[src/rtl/piano_pkg.sv]
// Shared constants for the piano synth: key note frequencies and the
// half-period helpers used to size and load the tone counter.
package piano_pkg;

  localparam int MAX_KEYS = 8;

  // Note frequencies in Hz, C4 up to C5 (white keys).
  localparam int FREQ [0:MAX_KEYS-1] = '{32'd262, 32'd294, 32'd330, 32'd349,
                                         32'd392, 32'd440, 32'd494, 32'd523};

  // Tone half period in clock cycles for key k.
  function automatic int half_period(input int k, input int clk_hz);
    return clk_hz / (32'd2 * FREQ[k]);
  endfunction

  // Largest half period among the first n_keys keys. This sizes the tone counter.
  function automatic int max_half_period(input int n_keys, input int clk_hz);
    int m;
    m = 32'd0;
    for (int k = 0; k < n_keys; k++) begin
      if (half_period(k, clk_hz) > m) begin
        m = half_period(k, clk_hz);
      end else begin
        m = m;
      end
    end
    return m;
  endfunction

endpackage

[src/rtl/piano_synth_key_debounce.sv]
// Single key front end: 2-flop synchronizer followed by a counting debouncer.
// The debounced state holds the raw active-low level; pressed is its inverse.
module key_debounce
  import piano_pkg::*;
#(
  parameter int DEBOUNCE_CYCLES = 500_000
) (
  input  logic clk,
  input  logic rst,
  input  logic btn,
  output logic pressed
);

  localparam int DW = (DEBOUNCE_CYCLES > 1) ? $clog2(DEBOUNCE_CYCLES) : 1;
  localparam logic [DW-1:0] CNT_LAST = DW'(DEBOUNCE_CYCLES - 1);

  logic          sync1_r;
  logic          sync2_r;
  logic          state_r;
  logic [DW-1:0] cnt_r;

  // Bring the asynchronous key level into the clock domain.
  always_ff @(posedge clk) begin
    if (rst) begin
      sync1_r <= 1'b1;
      sync2_r <= 1'b1;
    end else begin
      sync1_r <= btn;
      sync2_r <= sync1_r;
    end
  end

  // Accept a new level only after DEBOUNCE_CYCLES differing samples in a row.
  always_ff @(posedge clk) begin
    if (rst) begin
      state_r <= 1'b1;
      cnt_r   <= {DW{1'b0}};
    end else if (sync2_r == state_r) begin
      cnt_r   <= {DW{1'b0}};
    end else if (cnt_r == CNT_LAST) begin
      state_r <= sync2_r;
      cnt_r   <= {DW{1'b0}};
    end else begin
      cnt_r   <= cnt_r + DW'(1'b1);
    end
  end

  assign pressed = ~state_r;

endmodule

[src/rtl/piano_synth.sv]
// Single-voice piano: debounced keys, fixed-priority key select (lowest index
// wins) and a square-wave tone whose half period is shifted down by octave.
module piano_synth
  import piano_pkg::*;
#(
  parameter int N_KEYS          = 8,
  parameter int CLK_HZ          = 50_000_000,
  parameter int DEBOUNCE_CYCLES = 500_000
) (
  input  logic              clk,
  input  logic              rst,
  input  logic [N_KEYS-1:0] btn,
  input  logic [1:0]        octave,
  output logic              speaker,
  output logic              note_valid,
  output logic [2:0]        note_idx
);

  localparam int HP_MAX = max_half_period(N_KEYS, CLK_HZ);
  localparam int CW     = (HP_MAX > 1) ? $clog2(HP_MAX) : 1;

  logic [N_KEYS-1:0] pressed;
  logic              any_pressed;
  logic [2:0]        sel_idx;
  logic              note_valid_r;
  logic [2:0]        note_idx_r;
  logic [1:0]        octave_r;
  logic              change_s;
  logic [31:0]       hp_tab [MAX_KEYS];
  logic [31:0]       hp_shift;
  logic [CW-1:0]     hp_last;
  logic [CW-1:0]     cnt_r;
  logic              spk_r;

  for (genvar g = 0; g < N_KEYS; g++) begin : g_key
    key_debounce #(
      .DEBOUNCE_CYCLES(DEBOUNCE_CYCLES)
    ) u_key (
      .clk    (clk),
      .rst    (rst),
      .btn    (btn[g]),
      .pressed(pressed[g])
    );
  end

  // Constant half-period table; unused upper keys are shorter than HP_MAX.
  for (genvar g = 0; g < MAX_KEYS; g++) begin : g_hp
    assign hp_tab[g] = 32'(half_period(g, CLK_HZ));
  end

  assign any_pressed = |pressed;

  // Fixed priority: scanning downwards leaves the lowest pressed index.
  always_comb begin
    sel_idx = 3'd0;
    for (int i = N_KEYS - 1; i >= 0; i--) begin
      if (pressed[i]) begin
        sel_idx = 3'(i);
      end else begin
        sel_idx = sel_idx;
      end
    end
  end

  // Registered note state plus the octave it was last played at.
  always_ff @(posedge clk) begin
    if (rst) begin
      note_valid_r <= 1'b0;
      note_idx_r   <= 3'd0;
      octave_r     <= 2'd0;
    end else begin
      note_valid_r <= any_pressed;
      note_idx_r   <= sel_idx;
      octave_r     <= octave;
    end
  end

  // Any change of note or octave restarts the tone from a clean low phase.
  assign change_s = (any_pressed != note_valid_r) || (sel_idx != note_idx_r) ||
                    (octave != octave_r);

  // Terminal count for the current note, never below a one-cycle half period.
  always_comb begin
    hp_shift = hp_tab[note_idx_r] >> octave_r;
    if (hp_shift > 32'd1) begin
      hp_last = CW'(hp_shift - 32'd1);
    end else begin
      hp_last = {CW{1'b0}};
    end
  end

  // Tone generator: count 0..HP-1, toggle the speaker on wrap.
  always_ff @(posedge clk) begin
    if (rst) begin
      cnt_r <= {CW{1'b0}};
      spk_r <= 1'b0;
    end else if (change_s || !note_valid_r) begin
      cnt_r <= {CW{1'b0}};
      spk_r <= 1'b0;
    end else if (cnt_r == hp_last) begin
      cnt_r <= {CW{1'b0}};
      spk_r <= ~spk_r;
    end else begin
      cnt_r <= cnt_r + CW'(1'b1);
    end
  end

  assign speaker    = spk_r;
  assign note_valid = note_valid_r;
  assign note_idx   = note_idx_r;

endmodule

[config.mk]
export PLATFORM = sky130hd
export DESIGN_NAME = piano_synth
export DESIGN_NICKNAME = d
export VERILOG_FILES = /design/src/rtl/piano_pkg.sv /design/src/rtl/piano_synth_key_debounce.sv /design/src/rtl/piano_synth.sv
export SDC_FILE = /design/constraint.sdc
export NUM_CORES = 1
export LEC_CHECK = 0
export CAP_MARGIN = 20
export CORE_MARGIN = 1
export CORE_UTILIZATION = 63
export DETAILED_ROUTE_END_ITERATION = 12
export GPL_ROUTABILITY_DRIVEN = 0
export HOLD_SLACK_MARGIN = 0.1
export PLACE_DENSITY = 0.77
export SYNTH_ARGS = -nofsm -noshare
export SYNTH_HDL_FRONTEND = slang
export SYNTH_SLANG_ARGS = --single-unit
export TNS_END_PERCENT = 50
[constraint.sdc]
create_clock -name clk -period 4.6 [get_ports clk]
set_clock_uncertainty 0.2 [all_clocks]
set_input_delay 0.69 -clock clk [delete_from_list [all_inputs] [get_ports clk]]
set_output_delay 0.69 -clock clk [all_outputs]
set_load 0.03 [all_outputs]
==> parameters.txt <==
Parameter                              Value

Outcome
  Outcome    completed

Worst setup path
  Crit path cell chain    inv_1, ha_1, mux4_2, and2_1, or4_4, a211oi_2, o22a_1, nand4b_1, a2111o_1, or3_1, a21oi_1
  WS Path Type    flip-flop to flip-flop
  Crit path max fanout    12
  Slowest cell on the critical path    dfxtp_1
  R2R Path Start    note_idx[0]
  Worst Reg-to-Reg Cells    11
  Worst Path Required    4.76 ns
  Destination of the worst register-to-register timing path    speaker
  Critical path launch point type    flip-flop
  Critical path endpoint category    flip-flop
  Flop-to-flop setup slack    0.54 ns
  Arrival time worst endpoint    4.22 ns
  Largest stage delay on the critical path    0.59 ns

Min path
  Depth of the worst hold-timing path    1
  End of the worst hold path    g_key[3].u_key.sync2_r
  Worst min-delay path category    flip-flop to flip-flop
  Startpoint of the tightest hold check path    g_key[3].u_key.sync1_r

CTS
  Num CTS Buffers    17
  Post-cts sizing count    0
  Number of hold buffers added after CTS    0
  Root buffer cell    clkbuf_16
  TritonCTS clock tree    built
  Setup fix buffers added after clock tree synthesis    0
  Clk slew on worst S/H paths    0.07 ns
  Clock Sink Count    200
  Max H-tree Level    4
  Clock latency reported for the late side of the worst-skew pair    0.43 ns
  Max Buffers Root-to-Sink    2

STA
  Final-report hold violation count    0
  Final sum of negative setup slack    0 ns
  Final hold slack    0.211 ns
  Final slew viol count    0
  Number of setup violations in the final report    0
  Worst max-slew margin expressed relative to the limit    0.475
  Final worst path period need    4.06 ns
  Max Clk Rate    246 MHz
  Setup repair after global routing missed its margin    no
  Slew @ Worst Pin    0.778 ns
  Share of the clock period used by the worst path    0.883

Die
  Die boundary width    126 µm
  Starting Density    0.643
  I/O pin cnt    17
  Std-Cell Core Area    15,100 µm²
  Site Rows    45
  Vert. Die Dim    126 µm
  Total die area    16,000 µm²

GRT
  First-pass GRT wire length    30.5 mm
  Combined global-route utilization of all metal layers    0.232
  Antenna violations before repair    0
  Via count of the first global-routing pass    6,908
  Total overflow reported by the global router    0
  Pin count of the biggest net entering global routing    37

Detailed routing
  Count of routing violations after the opening detailed-route iteration    617
  Antenna Violating Nets Remaining    0
  Avg WL per Cell    12.8 µm
  Via/cell ratio    5.46
  Detailed-route DRC error count    0
  Number of detailed-route iterations in the first pass    5
  Post-Route WL    17.4 mm
  Total number of vias    7,405

Synthesis
  Main area contributors after synthesis    dfxtp_1, nor2_1, xor2_1, xnor2_1, nand2_1
  Yosys reg bits    200
  Per-instance average area after synthesis    8.45 µm²
  Number of synthesized flops with an enable pin    0
  Yosys warning total    0
  Area of the mapped netlist    9730 µm²
  Post-synthesis sequential area ratio    0.411
  Unique cell type count in the Yosys netlist    62
  Synth Flop Type    dfxtp_1
  Leading area contributor after synthesis    dfxtp_1
  Area share of the largest cell type after synthesis    0.411
  Cell count after synthesis    1,152
  Share of flip-flops with an asynchronous set or reset after synthesis    0
  Nets in the synthesized netlist    1,182

Place
  Dpl cell area    10,000 µm²
  Post-DP HPWL    11.8 mm
  Total of buffers placed on input and output ports    16

Layout
  Relative area change from synthesis to final layout    8.55%
  Final instance area    10,600 µm²
  Most common cell after layout, fill and taps aside    nor2_1
  Fraction of layout instances using a drive strength above 1    0.0642
  Number of diodes    0
  Fin nets    1,186
  Highest-count cells in the layout ignoring fill and taps    nor2_1, dfxtp_1, nand2_1, xor2_1, xnor2_1

Job
  Number of max-cap violations    0

Pwr
  PwrDens    303 nW/µm²
  Leak Pwr    3.48 nW
  Worst vdd rail ir drop    344 µV
power breakdown:
| group | switching, W | internal (W) | leakage, nW | total, W |
|---|---|---|---|---|
| Clock | 0.000651 | 0.000703 | 0.256 | 0.00135 |
| Sequential | 0.00000714 | 0.00174 | 1.62 | 0.00175 |
| Combinational | 0.0000582 | 0.0000468 | 1.61 | 0.000105 |
how the worst max path moves through the flow:
stage                      from   endpoint  slack, ns  depth (start not counted)
floorplan           note_idx[0]   cnt_r[9]       0.65                         12
global placement    note_idx[0]  cnt_r[13]       0.72                         12
detailed placement  note_idx[0]   cnt_r[5]       0.61                         12
CTS                 note_idx[0]    speaker       0.55                         11
global route        note_idx[0]    speaker       0.35                         12
finish              note_idx[0]    speaker       0.54                         11
through the flow:
stage | total power, W | setup WS (ns) | util | std cells
after detailed placement | 0.00189 | 0.607 | 0.660 | 1324
after CTS | 0.00323 | 0.552 | 0.696 | 1356
after floorplan | 0.00186 | 0.648 | - | 1152
final | 0.00321 | 0.539 | 0.698 | 1357
after global routing | 0.00332 | 0.350 | 0.698 | 1357
after global placement | 0.00189 | 0.717 | 0.660 | 1324
synth_stat cells (all sizes together), types with 14 or more instances:
| master | n |
|---|---|
| mux2i | 14 |
| or2 | 19 |
| nand3 | 66 |
| a21oi | 15 |
| ha | 18 |
| inv | 34 |
| xnor2 | 84 |
| nor2 | 240 |
| and3 | 29 |
| nor4b | 15 |
| nand4 | 25 |
| clkbuf | 22 |
| dfxtp | 200 |
| nor3 | 18 |
| nand2 | 104 |
| xor2 | 93 |
| buf | 16 |
layer usage:
metal	vias to the layer above	share of wire	track usage
met2	146	0.46	0.390
met3	31	0.040	0.0489
li1	3874	-	-
met5	-	0	0
met4	0	0.017	0.0758
met1	3354	0.48	0.297
worst max-delay path: cells and delay by family (launching register included):
kind	cells	cell delay, ns
buf+inv	1	0.15
mux	1	0.55
compound gates	4	0.98
simple gates	4	1.08
flops	1	0.59
fa+ha+maj	1	0.44
state kept, by name, indices dropped and copies added, names as in the netlist:
| register | count |
|---|---|
| g_key.u_key.sync2_r | 8 |
| octave_r | 2 |
| g_key.u_key.sync1_r | 8 |
| note_idx | 3 |
| speaker | 1 |
| cnt_r | 17 |
| note_valid | 1 |
| g_key.u_key.cnt_r | 152 |
| g_key.u_key.state_r | 8 |
cell type report:
class / count / area (µm²)
flip-flops and latches: 200 / 4000
clock inverters: 11 / 96.3
well taps: 188 / 235
multi-input cells: 879 / 5430
inverters: 35 / 131
fillers: 1206 / 4580
repair buffers: 23 / 233
clock buffers: 21 / 440
cell families after synthesis:
logic type / after synthesis / share of synthesized area
adder cells (fa/ha/maj): 18 / 0.0231
flip-flops: 200 / 0.411
AO/OA/AOI/OAI: 73 / 0.0550
AND/OR/NAND/NOR: 587 / 0.287
XOR/XNOR: 177 / 0.159
multiplexers: 24 / 0.0329
buffers and inverters: 73 / 0.0312
Note: power is estimated with default switching activity, not from simulation.
